<file path="config.mk">
export PLATFORM = sky130hd
export DESIGN_NAME = rob_commit
export DESIGN_NICKNAME = d
export VERILOG_FILES = /design/src/rtl/rob_commit.sv
export SDC_FILE = /design/constraint.sdc
export NUM_CORES = 1
export LEC_CHECK = 0
export BUFFER_PORTS_ARGS = -buffer_cell sky130_fd_sc_hd__buf_4
export CAP_MARGIN = 40
export CORE_MARGIN = 3
export CORE_UTILIZATION = 43
export CTS_BUF_LIST = sky130_fd_sc_hd__clkbuf_8
export DETAILED_ROUTE_END_ITERATION = 10
export PLACE_DENSITY = 0.61
export SYNTH_ARGS = -nofsm -noshare
export SYNTH_HDL_FRONTEND = slang
export SYNTH_SLANG_ARGS = --single-unit
</file>
<file path="constraint.sdc">
create_clock -name clk -period 2.4 [get_ports clk]
set_clock_uncertainty 0.05 [all_clocks]
set_input_delay 0.24 -clock clk [delete_from_list [all_inputs] [get_ports clk]]
set_output_delay 0.24 -clock clk [all_outputs]
set_load 0.02 [all_outputs]
</file>
<file path="src/rtl/rob_commit.sv">
// rob_commit: small in-order-retire reorder buffer feeding one regfile write port.
// Entries are allocated in program order, results are written back by tag in any
// order, and completed entries retire strictly from the head, one per cycle.
module rob_commit #(
  parameter int WIDTH   = 16,
  parameter int REGS    = 64,
  parameter int ENTRIES = 8,
  localparam int RA     = $clog2(REGS),
  localparam int TA     = $clog2(ENTRIES)
) (
  input  logic             clk,
  input  logic             rst_n,
  // allocation (program order)
  input  logic             alloc_valid,
  input  logic [RA-1:0]    alloc_dest,
  output logic             alloc_ready,
  output logic [TA-1:0]    alloc_tag,
  // out-of-order result writeback
  input  logic             wb_valid,
  input  logic [TA-1:0]    wb_tag,
  input  logic [WIDTH-1:0] wb_data,
  // pipeline flush
  input  logic             flush,
  // regfile write port
  output logic             commit_we,
  output logic [RA-1:0]    commit_reg,
  output logic [WIDTH-1:0] commit_data,
  // occupancy
  output logic             empty,
  output logic [TA:0]      count
);

  // Occupancy value meaning "every entry in use".
  localparam logic [TA:0] COUNT_FULL = (TA+1)'(ENTRIES);

  logic [TA-1:0]      head_q;
  logic [TA-1:0]      tail_q;
  logic [ENTRIES-1:0] busy_q;
  logic [ENTRIES-1:0] done_q;
  logic [RA-1:0]      dest_mem [ENTRIES];
  logic [WIDTH-1:0]   data_mem [ENTRIES];

  logic               alloc_fire;
  logic               wb_fire;
  logic               commit_fire;
  logic [TA:0]        count_next;

  // Full and empty are distinguished by count alone since head == tail in both.
  // A commit in the same cycle does not free a slot for allocation.
  assign alloc_ready = (count < COUNT_FULL);
  assign empty       = (count == '0);
  assign alloc_tag   = tail_q;

  assign alloc_fire  = alloc_valid & alloc_ready;
  // A tag that is not busy (including the one being allocated this cycle) or is
  // already done ignores the writeback, so the first result always wins.
  assign wb_fire     = wb_valid & busy_q[wb_tag] & ~done_q[wb_tag];
  assign commit_fire = busy_q[head_q] & done_q[head_q];

  // Next occupancy: simultaneous allocate and commit cancel out.
  always_comb begin
    // NOTE: assign a default before any branch so no path leaves the signal unassigned, which would infer a latch.
    count_next = count;
    unique case ({alloc_fire, commit_fire})
      2'b10:   count_next = count + (TA+1)'(1);
      2'b01:   count_next = count - (TA+1)'(1);
      default: count_next = count;
    endcase
  end

  // Pointer, occupancy and per-entry status bits; flush outranks all other updates.
  always_ff @(posedge clk or negedge rst_n) begin
    if (!rst_n) begin
      // NOTE: sequential state uses non-blocking assignments so every flop samples pre-edge values.
      head_q <= '0;
      tail_q <= '0;
      count  <= '0;
      busy_q <= '0;
      done_q <= '0;
    end else if (flush) begin
      head_q <= '0;
      tail_q <= '0;
      count  <= '0;
      busy_q <= '0;
      done_q <= '0;
    end else begin
      // Head and tail never alias while an allocation fires (tail slot is free),
      // and a writeback only targets busy, not-done entries, so these bit
      // updates never collide.
      if (commit_fire) begin
        busy_q[head_q] <= 1'b0;
        done_q[head_q] <= 1'b0;
        head_q         <= head_q + TA'(1);
      end
      if (alloc_fire) begin
        busy_q[tail_q] <= 1'b1;
        done_q[tail_q] <= 1'b0;
        tail_q         <= tail_q + TA'(1);
      end
      if (wb_fire) begin
        done_q[wb_tag] <= 1'b1;
      end
      count <= count_next;
    end
  end

  // Entry payload storage: destination on allocate, result on writeback.
  always_ff @(posedge clk) begin
    // NOTE: payload arrays are left unreset; they are only read once the busy/done bits, which are reset, mark them valid.
    if (alloc_fire && !flush) begin
      dest_mem[tail_q] <= alloc_dest;
    end
    if (wb_fire && !flush) begin
      data_mem[wb_tag] <= wb_data;
    end
  end

  // Registered regfile write port; register 0 retires without a write.
  always_ff @(posedge clk or negedge rst_n) begin
    if (!rst_n) begin
      commit_we   <= 1'b0;
      commit_reg  <= '0;
      commit_data <= '0;
    end else if (flush) begin
      commit_we <= 1'b0;
    end else if (commit_fire) begin
      commit_we   <= (dest_mem[head_q] != '0);
      commit_reg  <= dest_mem[head_q];
      commit_data <= data_mem[head_q];
    end else begin
      commit_we <= 1'b0;
    end
  end

endmodule

</file>
==> results of run 1 <==
## cell usage after synthesis (3+ instances only)
| cell type | number | share of area, % |
|---|---|---|
| nand2b_1 | 7 | 0.47 |
| a211oi_1 | 4 | 0.32 |
| a32o_1 | 4 | 0.43 |
| nor2_1 | 48 | 1.9 |
| o21a_1 | 4 | 0.32 |
| a41oi_1 | 4 | 0.38 |
| buf_6 | 6 | 0.73 |
| mux2i_1 | 18 | 1.9 |
| a22oi_1 | 22 | 1.8 |
| nor2b_1 | 12 | 0.81 |
| a22o_1 | 8 | 0.75 |
| nand2_1 | 25 | 1.0 |
| nor3_1 | 7 | 0.38 |
| o21ai_0 | 16 | 0.86 |
| nand3_1 | 12 | 0.65 |
| ha_1 | 4 | 0.54 |
| dfrtp_1 | 49 | 13 |
| a2bb2oi_1 | 3 | 0.28 |
| buf_2 | 12 | 0.65 |
| mux4_2 | 8 | 1.9 |
| a21oi_1 | 34 | 1.8 |
| and3_1 | 5 | 0.34 |
| edfxtp_1 | 176 | 57 |
| o211ai_1 | 4 | 0.32 |
| inv_1 | 4 | 0.16 |
| and2_1 | 5 | 0.34 |
| a31oi_1 | 16 | 1.1 |
| mux2_2 | 23 | 2.8 |
| a21o_1 | 9 | 0.73 |
| clkbuf_1 | 15 | 0.61 |
| a221oi_1 | 10 | 0.94 |
## layer usage
metal	up-vias	global-route usage [%]	wire length (µm)
met5	-	0	0
met4	0	7.13	643
met3	53	4.02	1210
met2	195	30.7	10800
met1	3051	26.9	10200
li1	2709	-	-
## how the worst max path moves through the flow
stage,startpoint,endpoint,slack [ns],depth (start not counted)
after floorplan,wb_tag[0],data_mem[2][0],-0.43,5
after global placement,head_q[1],count[3],0.06,10
final,head_q[1],count[2],0.07,11
after detailed placement,head_q[1],count[3],-0.01,10
after global routing,head_q[0],count[2],-0.06,10
after CTS,head_q[1],count[2],0.008,9
## metrics by stage
step                power, µW  TNS, ns  instances  worst slack (ns)
CTS                      9470        0       1057           0.00844
detailed placement       6180  -0.0172        960           -0.0100
global placement         6140        0        960            0.0567
global route             9800  -0.0612       1059           -0.0612
floorplan                5480   -13.65        615            -0.427
finish                   9380        0       1059            0.0683
## where the power goes
part	internal (µW)	switching, µW	total (µW)
logic	674	854	1530
registers	4440	175	4610
clock network	1750	1490	3240
total	6860	2520	9380
## cell families after synthesis
group                    count (synthesis)  share of synthesized area, %
buffers and inverters                   42                          2.44
AO/OA/AOI/OAI                          158                          12.6
AND/OR/NAND/NOR                        132                          7.02
adder cells (fa/ha/maj)                  4                         0.539
multiplexers                            51                          6.99
flip-flops                             225                          70.1
XOR/XNOR                                 3                         0.364
## worst max-delay path: stages (launching register included)
cell and delay (ns):
dfrtp_2 0.42, buf_4 0.13, nand4_1 0.09, and4_4 0.22
a211oi_4 0.26, and2_4 0.20, xor2_1 0.16, ha_2 0.22
a21oi_1 0.07, a21oi_1 0.17, nor3_1 0.08, a2bb2oi_2 0.17
## final cells by class
cell class	instances	share of cell area, %
clock inverters	23	0.961
well taps	275	3.00
clock buffers	46	5.53
flip-flops and latches	225	56.9
repair buffers	137	10.6
multi-input cells	348	22.8
inverters	5	0.197
## what timing repair did
item | in CTS | in global routing
endpoints found under the hold margin | 227 | 0
setup endpoints to repair | 2 | 4
pin swaps | 0 | 5
setup buffers | 3 | 2
hold buffers | 25 | 0
gates resized for setup | 0 | 10
==> flow_summary.toml, run 1 <==
[global_routing]
track_usage_pct = 19.4
grt_max_degree = 50
grt_pass1_wl_um = 35500
antenna_found_initial = 0
grt_pass1_vias = 6009
overflow = 0

[placed_design]
dp_hpwl_um = 14100
gp_congestion = 0.892
dpl_cell_area_um2 = 10400
io_buffers = 61

[min_path]
holdPathEnd = "done_q[0]"
hp-start = "wb_tag[0]"
holdPathStages = 2
min_path_type = "in -> reg"

[critical_path]
r2r_cells = 11
crit-reg2reg-launch = "head_q[1]"
r2r_end = "count[2]"
critPathKind = "reg -> reg"
critPathArrivalTime_ns = 2.69
required_ns = 2.76
path_max_fanout = 7
worst-r2r-setup-slack_ns = 0.07
end_kind = "flop"
cp-start-kind = "flop"

[timing]
period_share_pct = 97.2
slew_headroom_pct = 40.8
whs_ns = 0.0384
drv_slew = 0
setup_viol = 0
fmax_mhz = 429
tightest_slew_ns = 0.885
finalCriticalPeriod_ns = 2.33
rsz0062_at_grt = "true"
final_hold_viol_count = 0

[drt]
vias = 6008
via_per_inst = 5.67
ant_nets = 0
totalWireLength_um = 22900
drc = 0
first_pass_iters = 5
drt-initial-drc-count = 469
drt-wirelength-per-cell_um = 21.6

[synthesis]
async_reset_ff_share_pct = 21.8
ys_warn_count = 0
syn_nets = 649
ys.flop_type = "edfxtp_1"
syn_area_um2 = 9290
ys_ff_latch = 225
ys_seq_area_share_pct = 70.1
avgSynthCellArea_um2 = 15.1
synth_cells = 615
synth_cell_types = 62
synth_edf_count = 176

[cts]
numCtsBuffers = 38
clk_latency_ns = 0.53
clockBufferDepth = 3
cts_tree = "yes"
htreeDepth = 2
clkTransAtPathRegs_ns = 0.06
cts.sinks = 225
clockRootBuffer = "clkbuf_8"

[floorplanning]
coreArea_um2 = 21200
ios = 62
dieArea_um2 = 23400
num_rows = 53
fp.dieH_um = 153
die_w_um = 153
initial_core_util_pct = 43.9

[final_layout]
regMostFlops = "data_mem"
mostFrequentLayoutCells = "edfxtp_1, buf_4, nor2_1, dfrtp_1, clkbuf_8"
finalInstanceArea_um2 = 11500
seqCellArea_um2 = 6520
fin_nets = 789
area_growth_syn_to_layout_pct = 23.3
top_regs = "data_mem x128, dest_mem x48, commit_data x16"
final_util_pct = 54.1
drive_gt1_share_pct = 28.1
multiInputGateArea_um2 = 2610
largest_reg_flops = 128
layout_commonest_cell = "edfxtp_1"
insertedDiodeCount = 0
fill_cells = 1711

[status]
status = "finished clean"

[run]
drv_cap = 0

[power]
ir_worst_vdd_v = 0.000409
p_leak_uw = 0.00423
power.density_nw_per_um2 = 819
(Power assumes the default switching activity.)
==> inputs of run 2 (changes only) <==
--- a/config.mk
+++ b/config.mk
@@ -8,10 +8,9 @@
 export BUFFER_PORTS_ARGS = -buffer_cell sky130_fd_sc_hd__buf_4
 export CAP_MARGIN = 40
 export CORE_MARGIN = 3
-export CORE_UTILIZATION = 43
-export CTS_BUF_LIST = sky130_fd_sc_hd__clkbuf_8
+export CORE_UTILIZATION = 25
 export DETAILED_ROUTE_END_ITERATION = 10
-export PLACE_DENSITY = 0.61
+export PLACE_DENSITY = 0.4
 export SYNTH_ARGS = -nofsm -noshare
 export SYNTH_HDL_FRONTEND = slang
 export SYNTH_SLANG_ARGS = --single-unit
==> run 2 against run 1 <==
Compared with the run above:
- sequential cell count unchanged
- register-to-register slack worse by 0.02 ns
- clock power increased by 17%
- count of clock-buffer cells in the layout down 7
- fmax decreased by 0.91%
- combinational power about the same
- critical endpoint unchanged
==> flow_summary.toml, run 2 (same netlist as run 1, synthesis figures left out) <==
[timing]
tightest_slew_ns = 0.829
setup_ws_ns = 0.0468
final_hold_viol_count = 0
slew_headroom_pct = 44.7
whs_ns = 0.102
drv_slew = 0
finalCriticalPeriod_ns = 2.35
period_share_pct = 98.1
setup_viol = 0
fmax_mhz = 425
rsz0062_at_grt = "true"

[cts]
cts.sinks = 225
clkTransAtPathRegs_ns = 0.06
clockRootBuffer = "clkbuf_16"
clockBufferDepth = 3
cts_tree = "yes"
htreeDepth = 1
clk_latency_ns = 0.53
numCtsBuffers = 27

[min_path]
min_path_type = "in -> reg"
hp-start = "wb_tag[1]"

[critical_path]
worst-r2r-setup-slack_ns = 0.05
crit-reg2reg-launch = "head_q[2]"
critPathArrivalTime_ns = 2.77
path_max_fanout = 6
critPathKind = "reg -> reg"
cp-start-kind = "flop"
crit_start = "head_q[2]"
required_ns = 2.81
end_kind = "flop"

[final_layout]
mostFrequentLayoutCells = "edfxtp_1, buf_4, nor2_1, dfrtp_1, a21oi_1"
top_regs = "data_mem x128, dest_mem x48, commit_data x16"
insertedDiodeCount = 0
fill_cells = 3570
drive_gt1_share_pct = 26.8
regMostFlops = "data_mem"
area_growth_syn_to_layout_pct = 27.1
final_util_pct = 32.7
multiInputGateArea_um2 = 2610
largest_reg_flops = 128
layout_commonest_cell = "edfxtp_1"
fin_nets = 785
seqCellArea_um2 = 6520

[drt]
vias = 5974
first_pass_iters = 5
drc = 0
totalWireLength_um = 26500
ant_nets = 0
drt-wirelength-per-cell_um = 21.5
drt-initial-drc-count = 361
via_per_inst = 4.85

[global_routing]
grt_pass1_vias = 6243
track_usage_pct = 13.4
antenna_found_initial = 0
grt_pass1_wl_um = 40000
grt_max_degree = 50
overflow = 0

[floorplanning]
fp.dieH_um = 199
coreArea_um2 = 36100
num_rows = 69
initial_core_util_pct = 25.7
dieArea_um2 = 39500
ios = 62
die_w_um = 199

[placed_design]
gp_congestion = 0.773
dp_slack_ns = -0.0190
io_buffers = 61
dp_hpwl_um = 16700

[run]
drv_cap = 0

[power]
power_frac_clock_pct = 38.0
seq_power_share_pct = 46.4
power_frac_comb_pct = 15.7
ir_worst_vdd_v = 0.000498
switchingPower_uw = 2640
p_int_uw = 7330
power.density_nw_per_um2 = 845
p_total_uw = 9980
p_leak_uw = 0.00422
switching_share_pct = 26.5

[status]
status = "finished clean"
-- run 2: changes by cell type in the layout (fill, tap and decap cells not counted), sizes merged --
cell,previous run,this run
inv,24,6
clkbuf,46,39
buf,112,118
clkinv,3,9
bufinv,0,1
clkinvlp,1,0
dlygate4sd3,25,26
-- run 2: final cells by class --
cell class | instances | area share, %
clock buffers | 39 | 6.19
repair buffers | 144 | 10.8
well taps | 461 | 4.89
multi-input cells | 348 | 22.1
inverters | 5 | 0.159
clock inverters | 11 | 0.689
flip-flops and latches | 225 | 55.2
-- run 2: timing repair --
item	in CTS	in global routing
hold endpoints to repair	228	0
endpoints found under the setup margin	2	5
pin swaps	1	4
gates resized for setup	0	10
setup buffers	1	2
hold buffers	26	0
-- run 2: worst paths after layout --
path / endpoint / depth (start not counted)
max in group asynchronous: head_q[0] / 2
hold / removal: done_q[7] / 2
hold reg to reg: commit_reg[5] / 1
setup / recovery: count[2] / 10
min in group asynchronous: alloc_tag[2] / 2
setup reg to reg: count[2] / 10
-- run 2: through the flow --
stage          std cells  instance area [µm²]  TNS, ns
2_1_floorplan        615                 9300   -13.65
3_3_place_gp        1153                10700        0
4_1_cts             1231                11800        0
3_5_place_dp        1154                10700  -0.0194
5_1_grt             1233                11800  -0.0953
6_report            1233                11800        0
-- run 2: per-layer routing --
layer	track usage [%]	part of all wire, %
met5	0	0
met4	2.89	1.3
met3	2.00	4.0
met2	21.5	47
met1	19.3	48
-- run 2: worst max-delay path: stages (launching register included) --
cell and delay [ns]:
dfrtp_2 0.45, nand2b_1 0.22, a311oi_4 0.37, a211oi_4 0.09
and2_4 0.19, xor2_1 0.14, ha_1 0.22, a21oi_1 0.16
a22oi_2 0.08, nor3b_2 0.19, a2bb2oi_2 0.14
-- run 2: power groups by stage --
| stage | Combinational (µW) | Clock [µW] | Sequential, µW |
|---|---|---|---|
| floorplan | 580 | 0 | 4900 |
| global placement | 1520 | 0 | 4700 |
| detailed placement | 1540 | 0 | 4700 |
| CTS | 1580 | 3900 | 4630 |
| global route | 1690 | 4090 | 4650 |
| finish | 1560 | 3790 | 4630 |
